<file path="src/rtl/uart_pkg.sv">
// Shared definitions for the UART transmit path: frame geometry, buffer
// addressing and the drain FSM state encoding.
package uart_pkg;

    localparam int UART_DATA_BITS    = 8;
    localparam int UART_CLKS_PER_BIT = 104;  // 12 MHz / 115200
    localparam int UART_ADDR_W       = 9;    // 512-entry transmit buffer

    typedef enum logic [2:0] {
        IDLE  = 3'd0,
        FETCH = 3'd1,
        LOAD  = 3'd2,
        START = 3'd3,
        DATA  = 3'd4,
        STOP  = 3'd5
    } tx_state_t;

endpackage

</file>
<file path="src/rtl/uart_tx_drain_if.sv">
// Read port of the transmit buffer RAM: the drain presents an address and
// the RAM returns the byte one clock later.
interface uart_tx_drain_if #(
    parameter int ADDR_W = uart_pkg::UART_ADDR_W
);
    import uart_pkg::*;

    logic [ADDR_W-1:0]         read_addr;
    logic [UART_DATA_BITS-1:0] read_data;

    modport master (output read_addr, input  read_data);
    modport slave  (input  read_addr, output read_data);

endinterface

</file>
<file path="src/rtl/uart_baud_tick.sv">
// Bit-period timer: counts 0..CLKS_PER_BIT-1 and flags the last cycle of each
// period. A clear restarts the period so it lines up with a state change.
module uart_baud_tick
    import uart_pkg::*;
#(
    parameter int CLKS_PER_BIT = UART_CLKS_PER_BIT
) (
    input  logic i_clk,
    input  logic i_rst,
    input  logic i_clear,
    output logic o_tick
);

    localparam int              CNT_W    = (CLKS_PER_BIT > 1) ? $clog2(CLKS_PER_BIT) : 1;
    localparam logic [CNT_W-1:0] CNT_LAST = CNT_W'(CLKS_PER_BIT - 1);

    logic [CNT_W-1:0] cnt_reg;
    logic [CNT_W-1:0] cnt_next;

    always_comb begin
        cnt_next = cnt_reg + CNT_W'(1);
        if (i_clear || (cnt_reg == CNT_LAST)) begin
            cnt_next = '0;
        end
    end

    always_ff @(posedge i_clk or posedge i_rst) begin
        if (i_rst) begin
            cnt_reg <= '0;
        end else begin
            cnt_reg <= cnt_next;
        end
    end

    assign o_tick = (cnt_reg == CNT_LAST);

endmodule

</file>
<file path="src/rtl/uart_tx_drain.sv">
// Drains the transmit buffer: owns the tail pointer, fetches each byte through
// the RAM's registered read port and sends it as 8N1 UART, LSB first.
module uart_tx_drain
    import uart_pkg::*;
#(
    parameter int CLKS_PER_BIT = UART_CLKS_PER_BIT,
    parameter int ADDR_W       = UART_ADDR_W
) (
    input  logic              i_clk,
    input  logic              i_rst,
    input  logic [ADDR_W-1:0] i_head,
    input  logic              i_flush,
    uart_tx_drain_if.master   rd,
    output logic [ADDR_W-1:0] o_tail,
    output logic              o_busy,
    output logic              o_tx
);

    localparam int              BIT_W    = $clog2(UART_DATA_BITS);
    localparam logic [BIT_W-1:0] LAST_BIT = BIT_W'(UART_DATA_BITS - 1);

    tx_state_t                 state_reg, state_next;
    logic [ADDR_W-1:0]         tail_reg, tail_next;
    logic [UART_DATA_BITS-1:0] shift_reg, shift_next;
    logic [BIT_W-1:0]          bit_reg, bit_next;
    logic                      tx_reg, tx_next;
    logic                      baud_tick;
    logic                      empty;

    assign empty = (tail_reg == i_head);

    // Every state change restarts the bit period, so each state that waits on
    // the timer gets a full CLKS_PER_BIT cycles.
    uart_baud_tick #(
        .CLKS_PER_BIT (CLKS_PER_BIT)
    ) u_baud (
        .i_clk   (i_clk),
        .i_rst   (i_rst),
        .i_clear (state_next != state_reg),
        .o_tick  (baud_tick)
    );

    always_comb begin
        state_next = state_reg;
        tail_next  = tail_reg;
        shift_next = shift_reg;
        bit_next   = bit_reg;
        tx_next    = tx_reg;

        unique case (state_reg)
            IDLE: begin
                if (i_flush) begin
                    tail_next = i_head;
                end else if (!empty) begin
                    state_next = FETCH;
                end
            end
            FETCH: begin
                state_next = LOAD;
            end
            LOAD: begin
                shift_next = rd.read_data;
                tail_next  = tail_reg + ADDR_W'(1);
                bit_next   = '0;
                tx_next    = 1'b0;
                state_next = START;
            end
            START: begin
                if (baud_tick) begin
                    tx_next    = shift_reg[0];
                    state_next = DATA;
                end
            end
            DATA: begin
                if (baud_tick) begin
                    shift_next = shift_reg >> 1;
                    bit_next   = bit_reg + BIT_W'(1);
                    if (bit_reg == LAST_BIT) begin
                        tx_next    = 1'b1;
                        state_next = STOP;
                    end else begin
                        tx_next = shift_reg[1];
                    end
                end
            end
            STOP: begin
                if (baud_tick) begin
                    state_next = empty ? IDLE : FETCH;
                end
            end
            default: begin
                state_next = IDLE;
                tx_next    = 1'b1;
            end
        endcase
    end

    always_ff @(posedge i_clk or posedge i_rst) begin
        if (i_rst) begin
            state_reg <= IDLE;
            tail_reg  <= '0;
            shift_reg <= '0;
            bit_reg   <= '0;
            tx_reg    <= 1'b1;
        end else begin
            state_reg <= state_next;
            tail_reg  <= tail_next;
            shift_reg <= shift_next;
            bit_reg   <= bit_next;
            tx_reg    <= tx_next;
        end
    end

    assign rd.read_addr = tail_reg;
    assign o_tail       = tail_reg;
    assign o_busy       = (state_reg != IDLE);
    assign o_tx         = tx_reg;

endmodule

</file>
<file path="src/flat_wrapper.sv">
// flat-port wrapper written by rule: the top's interface ports become plain ports
module uart_tx_drain_flat import uart_pkg::*;
#(
    parameter int CLKS_PER_BIT = UART_CLKS_PER_BIT,
    parameter int ADDR_W       = UART_ADDR_W
)
  (i_clk, i_rst, i_head, i_flush, o_tail, o_busy, o_tx, rd_read_addr, rd_read_data);
  uart_tx_drain_if #(.ADDR_W(ADDR_W)) rd_i ();
  input  logic i_clk;
  input  logic i_rst;
  input  logic [ADDR_W-1:0] i_head;
  input  logic i_flush;
  output logic [ADDR_W-1:0] o_tail;
  output logic o_busy;
  output logic o_tx;
  output wire logic [$bits(rd_i.read_addr)-1:0] rd_read_addr;
  input wire logic [$bits(rd_i.read_data)-1:0] rd_read_data;
  assign rd_read_addr = rd_i.read_addr;
  assign rd_i.read_data = rd_read_data;
  uart_tx_drain #(.CLKS_PER_BIT(CLKS_PER_BIT), .ADDR_W(ADDR_W)) u_core (.i_clk(i_clk), .i_rst(i_rst), .i_head(i_head), .i_flush(i_flush), .rd(rd_i), .o_tail(o_tail), .o_busy(o_busy), .o_tx(o_tx));
endmodule
</file>
<file path="config.mk">
export PLATFORM = sky130hd
export DESIGN_NAME = uart_tx_drain_flat
export DESIGN_NICKNAME = d
export VERILOG_FILES = /design/src/rtl/uart_pkg.sv /design/src/rtl/uart_tx_drain_if.sv /design/src/rtl/uart_baud_tick.sv /design/src/rtl/uart_tx_drain.sv /design/src/flat_wrapper.sv
export SDC_FILE = /design/constraint.sdc
export NUM_CORES = 1
export LEC_CHECK = 0
export BUFFER_PORTS_ARGS = -buffer_cell sky130_fd_sc_hd__clkbuf_2
export CAP_MARGIN = 20
export CELL_PAD_IN_SITES_DETAIL_PLACEMENT = 1
export CELL_PAD_IN_SITES_GLOBAL_PLACEMENT = 1
export CORE_ASPECT_RATIO = 0.5
export CORE_UTILIZATION = 40
export DETAILED_ROUTE_END_ITERATION = 10
export PLACE_DENSITY = 0.86
export SLEW_MARGIN = 20
export SYNTH_ARGS = -nofsm -noshare
export SYNTH_HDL_FRONTEND = slang
export SYNTH_SLANG_ARGS = --single-unit
export TNS_END_PERCENT = 100
</file>
<file path="constraint.sdc">
create_clock -name i_clk -period 4.5 [get_ports i_clk]
set_input_delay 0.225 -clock i_clk [delete_from_list [all_inputs] [get_ports i_clk]]
set_output_delay 0.225 -clock i_clk [all_outputs]
set_load 0.02 [all_outputs]
</file>
==> tab_implementation.tex, run 1 <==
\begin{tabular}{lr}
\hline
Metric & Value \\
\hline
\multicolumn{2}{l}{\textbf{Run status}} \\
Result of the run & finished with violations \\
Violations in the final reports & design-rule violations, negative hold slack \\
\multicolumn{2}{l}{\textbf{Logic synthesis}} \\
Flop and latch count out of synthesis & 31 \\
Cell area after synthesis & 1830 um\^{}2 \\
Count of mapped cells out of synthesis & 202 \\
Share of synthesized flip-flops with an asynchronous set or reset & 100\% \\
Yosys Warn Count & 0 \\
Nets in the synthesized netlist & 226 \\
Sequential cell area fraction in the yosys report & 42.5\% \\
EDFF count, synth & 0 \\
Synth Flop Type & dfrtp\_1 \\
Per-instance average area after synthesis & 9.05 um\^{}2 \\
Distinct cells, synth & 41 \\
\multicolumn{2}{l}{\textbf{Clock network}} \\
Inserted Clock Buffers & 5 \\
Clock H-tree levels & 2 \\
Number of buffers inserted by post-CTS setup repair & 0 \\
Post-cts hold buffer count & 0 \\
Clock slew at reported path FFs & 70 ps \\
Cell at the root of the clock tree & clkbuf\_8 \\
Longest Clk Path Bufs & 2 \\
Clock insertion delay at the later pin of the skew report & 300 ps \\
TritonCTS sink count & 31 \\
Number of gates given a new drive strength after cts & 0 \\
Clock tree from TritonCTS & done \\
\multicolumn{2}{l}{\textbf{Place}} \\
Routability-driven placement congestion ratio & 0.795 \\
HPWL reported at the end of detailed placement & 3330 um \\
Worst setup timing slack at the placement stage & 2070 ps \\
Total of buffers placed on input and output ports & 39 \\
\multicolumn{2}{l}{\textbf{Timing}} \\
Minimum setup slack in the final design & 2030 ps \\
Post-layout min period & 2470 ps \\
Transition time at the pin with the least slew margin & 957 ps \\
Number of hold violations in the final report & 10 \\
Post-route clock skew & 9.06 ps \\
Setup repair after global routing missed its margin & false \\
Total negative slack & 0 ps \\
Maximum achievable frequency & 406 MHz \\
Max-slew headroom & 36.2\% \\
Final setup violation count & 0 \\
Final Cycle Share & 54.8\% \\
Total count of max-transition violations in the final report & 0 \\
Worst hold margin & -5.63 ps \\
\multicolumn{2}{l}{\textbf{Floorplan}} \\
X dimension of the die & 97.6 um \\
FP Rows & 16 \\
Area of the core & 4140 um\^{}2 \\
Starting Density & 44.1\% \\
Count of boundary I/O pins & 40 \\
Die area & 4860 um\^{}2 \\
Height of the die & 49.8 um \\
\multicolumn{2}{l}{\textbf{Worst setup path}} \\
Cell family contributing the most delay on the critical path & compound AO/OA/AOI/OAI gates \\
Maximum net fanout on the critical path & 20 \\
Worst EP required & 4720 ps \\
Critical Path AT & 2680 ps \\
Worst Setup Path Type & reg2reg \\
Peak per-stage delay on the critical path & 740 ps \\
Library cell contributing the largest single delay on the critical path & a21oi\_2 \\
Ordered cell list for the critical path & nand2b\_1 > or4\_1 > a21oi\_2 > nand4\_1 > o21ai\_1 \\
Type of element launching the critical path & register \\
WP buf/inv & 0 \\
CP endpoint kind & register \\
\multicolumn{2}{l}{\textbf{Finish}} \\
Fill cell instance count of the final layout & 503 \\
Most common cell after layout, fill and taps aside & clkbuf\_2 \\
Commonest cells after routing, fill and taps aside & clkbuf\_2, dfrtp\_1, nor2\_1, nand2\_1, a21oi\_1 \\
Layout cell share with drive strength beyond 1 & 25.1\% \\
Area grow syn2layout & 15.6\% \\
Sequential cell area in the final layout & 777 um\^{}2 \\
Area occupied by multi-input gates & 918 um\^{}2 \\
Antenna Cells & 0 \\
Net count reported at finish & 258 \\
Largest register FFs & 9 \\
\multicolumn{2}{l}{\textbf{Global routing}} \\
Vias in the first global route & 1644 \\
Number of antenna violations at the first check in global routing & 0 \\
GRT overflow & 0 \\
GR Util All Layers & 21.5\% \\
Global-route wire length before repair & 7890 um \\
Largest net degree at the start of global routing & 32 \\
\multicolumn{2}{l}{\textbf{Detailed routing}} \\
Total detailed-routing wirelength & 4630 um \\
Highest Signal Layer & met4 \\
Met3 wirelength from detailed routing & 175 um \\
Detailed-route vias per instance & 5.52 \\
Number of iterations in the first detailed-routing pass & 7 \\
Detailed-route via count & 1595 \\
DRC violation total after the first TritonRoute iteration & 70 \\
Remaining design rule violation count & 5 \\
Wl on met1 & 2090 um \\
Antenna-violating nets left & 0 \\
Amount of wire on met2 after detailed routing & 2290 um \\
Drt wl/cell & 16.0 um \\
\multicolumn{2}{l}{\textbf{Pwr}} \\
Portion of total power attributed to sequential cells & 46.7\% \\
Clock share of power & 47.4\% \\
Share of total power consumed by net switching & 22.5\% \\
Power density over the cells & 292 nW/um\^{}2 \\
Reported net switching power & 139 uW \\
Share of total power in combinational logic & 5.9\% \\
Leakage & 0.00101 uW \\
Worst IR Drop VDD & 113 uV \\
Int Pwr & 478 uW \\
\multicolumn{2}{l}{\textbf{Job}} \\
Number of maximum-capacitance violations & 0 \\
\multicolumn{2}{l}{\textbf{Hold path}} \\
Class of the tightest hold or removal check & in2async \\
\hline
\end{tabular}
## stage by stage
stage / cell area [um^2] / util [%] / total power [uW] / hold WS [ps] / std cells
floorplan: 1830 / - / 314 / 328 / 202
global placement: 2000 / 48.2 / 328 / 304 / 281
detailed placement: 2000 / 48.2 / 330 / 329 / 281
CTS: 2110 / 51.0 / 625 / 5.02 / 289
global route: 2110 / 51.0 / 639 / 38.3 / 289
finish: 2110 / 51.0 / 617 / -5.63 / 289
## final timing paths
kind / start / to / slack, ps / depth (start not counted)
max reg2reg: u_core.state_reg[2] / u_core.bit_reg[1] / 2030 / 5
min in group i_clk: rd_read_data[7] / u_core.shift_reg[7] / 130 / 3
min reg2reg: u_core.u_baud.cnt_reg[0] / u_core.u_baud.cnt_reg[0] / 510 / 1
max in group asynchronous: i_rst / u_core.o_tx / 4180 / 3
min: i_rst / u_core.shift_reg[7] / -6 / 3
max: u_core.state_reg[2] / u_core.bit_reg[1] / 2030 / 5
## cells in the mapped netlist, types with 3 or more instances
cell	count	area [um^2]
inv_1	8	30.0
mux2i_1	9	90.1
xor2_1	5	43.8
nand2_1	20	75.1
buf_4	10	75.1
o22ai_1	3	18.8
nand3_1	7	35.0
a211oi_1	3	22.5
dfrtp_1	30	751
nor2_1	24	90.1
xnor2_1	9	78.8
o21ai_0	11	55.1
nand4_1	5	31.3
a21oi_1	14	70.1
ha_1	4	50.1
a21oi_2	8	70.1
## logic make-up after synthesis
family	count (synthesis)	synth area share [%]
compound gates	48	16.6
flops	31	42.5
xor+xnor	14	6.71
mux	9	4.93
fa+ha+maj	4	2.74
simple gates	73	19.2
buf+inv	23	7.25
## cell type report
cell class              count  area share [%]
well taps                  54            3.20
clock buffers               6            3.91
flip-flops and latches     31            36.8
multi-input cells         148            43.5
inverters                   8            1.42
repair buffers             40            9.59
clock inverters             2            1.66
## worst reg2reg max path, cell delays in order (launching register included)
cell,delay (ps)
dfrtp_1,680
nand2b_1,190
or4_1,450
a21oi_2,740
nand4_1,210
o21ai_1,120
## routing by layer
layer	vias to the layer above	GRT usage, %
li1	761	-
met1	793	26.3
met2	33	37.0
met3	8	4.82
met4	0	9.85
met5	-	0
## power by group through the flow
stage | sequential (uW) | combinational [uW] | clock (uW)
2_1_floorplan | 293 | 20.2 | 0
3_3_place_gp | 293 | 35.6 | 0
3_5_place_dp | 293 | 37.1 | 0
4_1_cts | 288 | 37.4 | 300
5_1_grt | 289 | 40.4 | 310
6_report | 288 | 36.4 | 293
(Power assumes the default switching activity.)
==> inputs of run 2 (changes only) <==
==> constraint.sdc (replaced) <==
create_clock -name i_clk -period 2.5 [get_ports i_clk]
set_input_delay 0.125 -clock i_clk [delete_from_list [all_inputs] [get_ports i_clk]]
set_output_delay 0.125 -clock i_clk [all_outputs]
set_load 0.02 [all_outputs]
==> run 2 against run 1 <==
Against the previous run: the run ends with design-rule violations left; worst hold slack better by 79 ps; global-route usage increased by 0.42 points; non-clock buffer count up 6; sequential power is 80% higher; register-to-register slack got worse by 1600 ps; worst setup slack worse by 1600 ps; critical endpoint unchanged.
==> tab_implementation.tex, run 2 (synthesis gave the netlist of run 1 again) <==
\begin{tabular}{lr}
\hline
Metric & Value \\
\hline
\multicolumn{2}{l}{\textbf{Worst setup path}} \\
CP endpoint kind & register \\
Maximum net fanout on the critical path & 20 (unchanged) \\
Worst EP required & 2700 ps (-2020 ps) \\
Library cell contributing the largest single delay on the critical path & or4\_1 \\
Startpoint of the worst setup timing path & u\_core.u\_baud.cnt\_reg[0] \\
Peak per-stage delay on the critical path & 510 ps (-230 ps) \\
Ordered cell list for the critical path & ha\_1 > nand4\_1 > or4\_1 > a21oi\_2 > buf\_4 > nand4\_1 > o21ai\_1 \\
Setup slack of the worst register-to-register path & 430 ps (-1610 ps) \\
Type of element launching the critical path & register \\
Worst Setup Path Type & reg2reg \\
Critical Path AT & 2270 ps (-410 ps) \\
Cell repeated most along the worst path & nand4\_1 \\
R2r worst-path depth & 7 (+2) \\
Critical register-to-register path endpoint & u\_core.bit\_reg[1] \\
Worst reg2reg path startpoint & u\_core.u\_baud.cnt\_reg[0] \\
\multicolumn{2}{l}{\textbf{Global routing}} \\
Number of antenna violations at the first check in global routing & 0 (unchanged) \\
Vias in the first global route & 1778 (+8.2\%) \\
Largest net degree at the start of global routing & 32 (unchanged) \\
Global-route wire length before repair & 8210 um (+4.0\%) \\
GRT overflow & 0 (unchanged) \\
Global routing met2 resource utilization & 38.4\% (+1.4 points) \\
Met1 layer usage reported by global route & 25.8\% (-0.45 points) \\
Met3 track utilization from global routing & 5.96\% (+1.1 points) \\
GR Util All Layers & 22.0\% (+0.42 points) \\
Most used routing layer in global routing & met2 \\
\multicolumn{2}{l}{\textbf{Finish}} \\
Utilization of the core after routing & 51.3\% (+0.27 points) \\
Count of placed standard cells in the final layout, fillers left out & 295 (+2.1\%) \\
Layout Cell Area excl Fill & 2120 um\^{}2 (+0.53\%) \\
Most common cell after layout, fill and taps aside & clkbuf\_2 \\
Area grow syn2layout & 16.2\% \\
Commonest cells after routing, fill and taps aside & clkbuf\_2, dfrtp\_1, nor2\_1, nand2\_1, a21oi\_1 \\
Net count reported at finish & 264 (+2.3\%) \\
Largest register FFs & 9 (unchanged) \\
Layout cell share with drive strength beyond 1 & 25.7\% (+0.62 points) \\
Antenna Cells & 0 (unchanged) \\
\multicolumn{2}{l}{\textbf{Hold path}} \\
Cell depth of the worst min-delay path & 3 \\
HP Start & rd\_read\_data[7] \\
Class of the tightest hold or removal check & in2reg \\
Worst Hold End & u\_core.shift\_reg[7] \\
\multicolumn{2}{l}{\textbf{Pwr}} \\
Power density over the cells & 456 nW/um\^{}2 (+56\%) \\
Worst IR Drop VDD & 158 uV (+40\%) \\
Leakage & 0.00102 uW (+1.1\%) \\
\multicolumn{2}{l}{\textbf{Floorplan}} \\
Count of boundary I/O pins & 40 (unchanged) \\
Area of the core & 4140 um\^{}2 (unchanged) \\
X dimension of the die & 97.6 um (unchanged) \\
FP Rows & 16 (unchanged) \\
Height of the die & 49.8 um (unchanged) \\
Die area & 4860 um\^{}2 (unchanged) \\
Starting Density & 44.1\% (unchanged) \\
\multicolumn{2}{l}{\textbf{Detailed routing}} \\
Number of iterations in the first detailed-routing pass & 9 (+2) \\
Antenna-violating nets left & 0 (unchanged) \\
Detailed-route vias per instance & 5.44 (-1.4\%) \\
Total detailed-routing wirelength & 4630 um (about the same) \\
Detailed-route via count & 1605 (+0.63\%) \\
DRC violation total after the first TritonRoute iteration & 90 (+29\%) \\
Remaining design rule violation count & 4 (-1) \\
Drt wl/cell & 15.7 um (-2.1\%) \\
\multicolumn{2}{l}{\textbf{Timing}} \\
Transition time at the pin with the least slew margin & 566 ps (-391 ps) \\
Post-layout min period & 2070 ps (-391 ps) \\
Number of hold violations in the final report & 0 (-10) \\
Final Cycle Share & 83.0\% (+28 points) \\
Total count of max-transition violations in the final report & 0 (unchanged) \\
Max-slew headroom & 62.2\% (+26 points) \\
Setup repair after global routing missed its margin & false \\
Total negative slack & 0 ps (unchanged) \\
Final setup violation count & 0 (unchanged) \\
Post-route clock skew & 6.59 ps (-2.47 ps) \\
Maximum achievable frequency & 482 MHz (+19\%) \\
\multicolumn{2}{l}{\textbf{Clock network}} \\
Clock tree from TritonCTS & done \\
Clock insertion delay at the later pin of the skew report & 290 ps (about the same) \\
Longest Clk Path Bufs & 2 (unchanged) \\
Clock H-tree levels & 2 (unchanged) \\
Number of buffers inserted by post-CTS setup repair & 0 (unchanged) \\
Cell at the root of the clock tree & clkbuf\_8 \\
TritonCTS sink count & 31 (unchanged) \\
Number of gates given a new drive strength after cts & 0 (unchanged) \\
Inserted Clock Buffers & 5 (unchanged) \\
Clock slew at reported path FFs & 70 ps (about the same) \\
\multicolumn{2}{l}{\textbf{Job}} \\
Number of maximum-capacitance violations & 0 (unchanged) \\
\multicolumn{2}{l}{\textbf{Place}} \\
Total of buffers placed on input and output ports & 39 (unchanged) \\
Placed cell count & 286 (+1.8\%) \\
HPWL reported at the end of detailed placement & 3420 um (+2.7\%) \\
Routability-driven placement congestion ratio & 0.801 (+0.69\%) \\
Cell area after placement & 2030 um\^{}2 (+1.9\%) \\
\multicolumn{2}{l}{\textbf{Run status}} \\
Result of the run & finished with violations \\
Violations in the final reports & design-rule violations \\
\hline
\end{tabular}
## run 2: area by class of cell
cell class / count / area, um^2
clock buffer: 7 / 76.3
clock inverter: 1 / 5.00
fill: 507 / 2020
inverter: 8 / 30.0
multi-input combinational: 148 / 918
sequential: 31 / 777
tap: 54 / 67.6
timing repair buffer: 46 / 250
## run 2: metrics by stage
step | worst slack, ps | hold WS, ps | total power (uW)
after global routing | 284 | 110 | 1010
final | 425 | 73.8 | 969
after detailed placement | 433 | 231 | 595
after CTS | 420 | 49.1 | 980
after global placement | 587 | 206 | 591
after floorplan | 734 | 228 | 565
## run 2: where the power goes
group / internal (uW) / switching (uW)
Combinational: 29.7 / 37.6
Clock: 195 / 188
Sequential: 510 / 8.13
Total: 735 / 233
## run 2: layer usage
metal	routed length [um]	part of all wire [%]
met5	0	0
met4	73	1.6
met3	193	4.2
met2	2220	48
met1	2140	46
## run 2: timing repair
item	in CTS	in global routing
hold buffers	1	0
setup endpoints to repair	0	0
hold endpoints to repair	30	0
## run 2: how the worst max path moves through the flow
stage	cells past startpoint	end	slack [ps]
after CTS	7	u_core.bit_reg[1]	420
after floorplan	6	u_core.bit_reg[0]	730
after global routing	7	u_core.bit_reg[1]	280
final	7	u_core.bit_reg[1]	430
after detailed placement	7	u_core.bit_reg[1]	430
after global placement	7	u_core.bit_reg[2]	590
## run 2: critical path, delay by kind of cell, from the launching register on
family / cells / cell delay, ps
AND/OR/NAND/NOR: 3 / 800
AO/OA/AOI/OAI: 2 / 290
buffers and inverters: 1 / 270
adder cells (fa/ha/maj): 1 / 240
flip-flops: 1 / 390
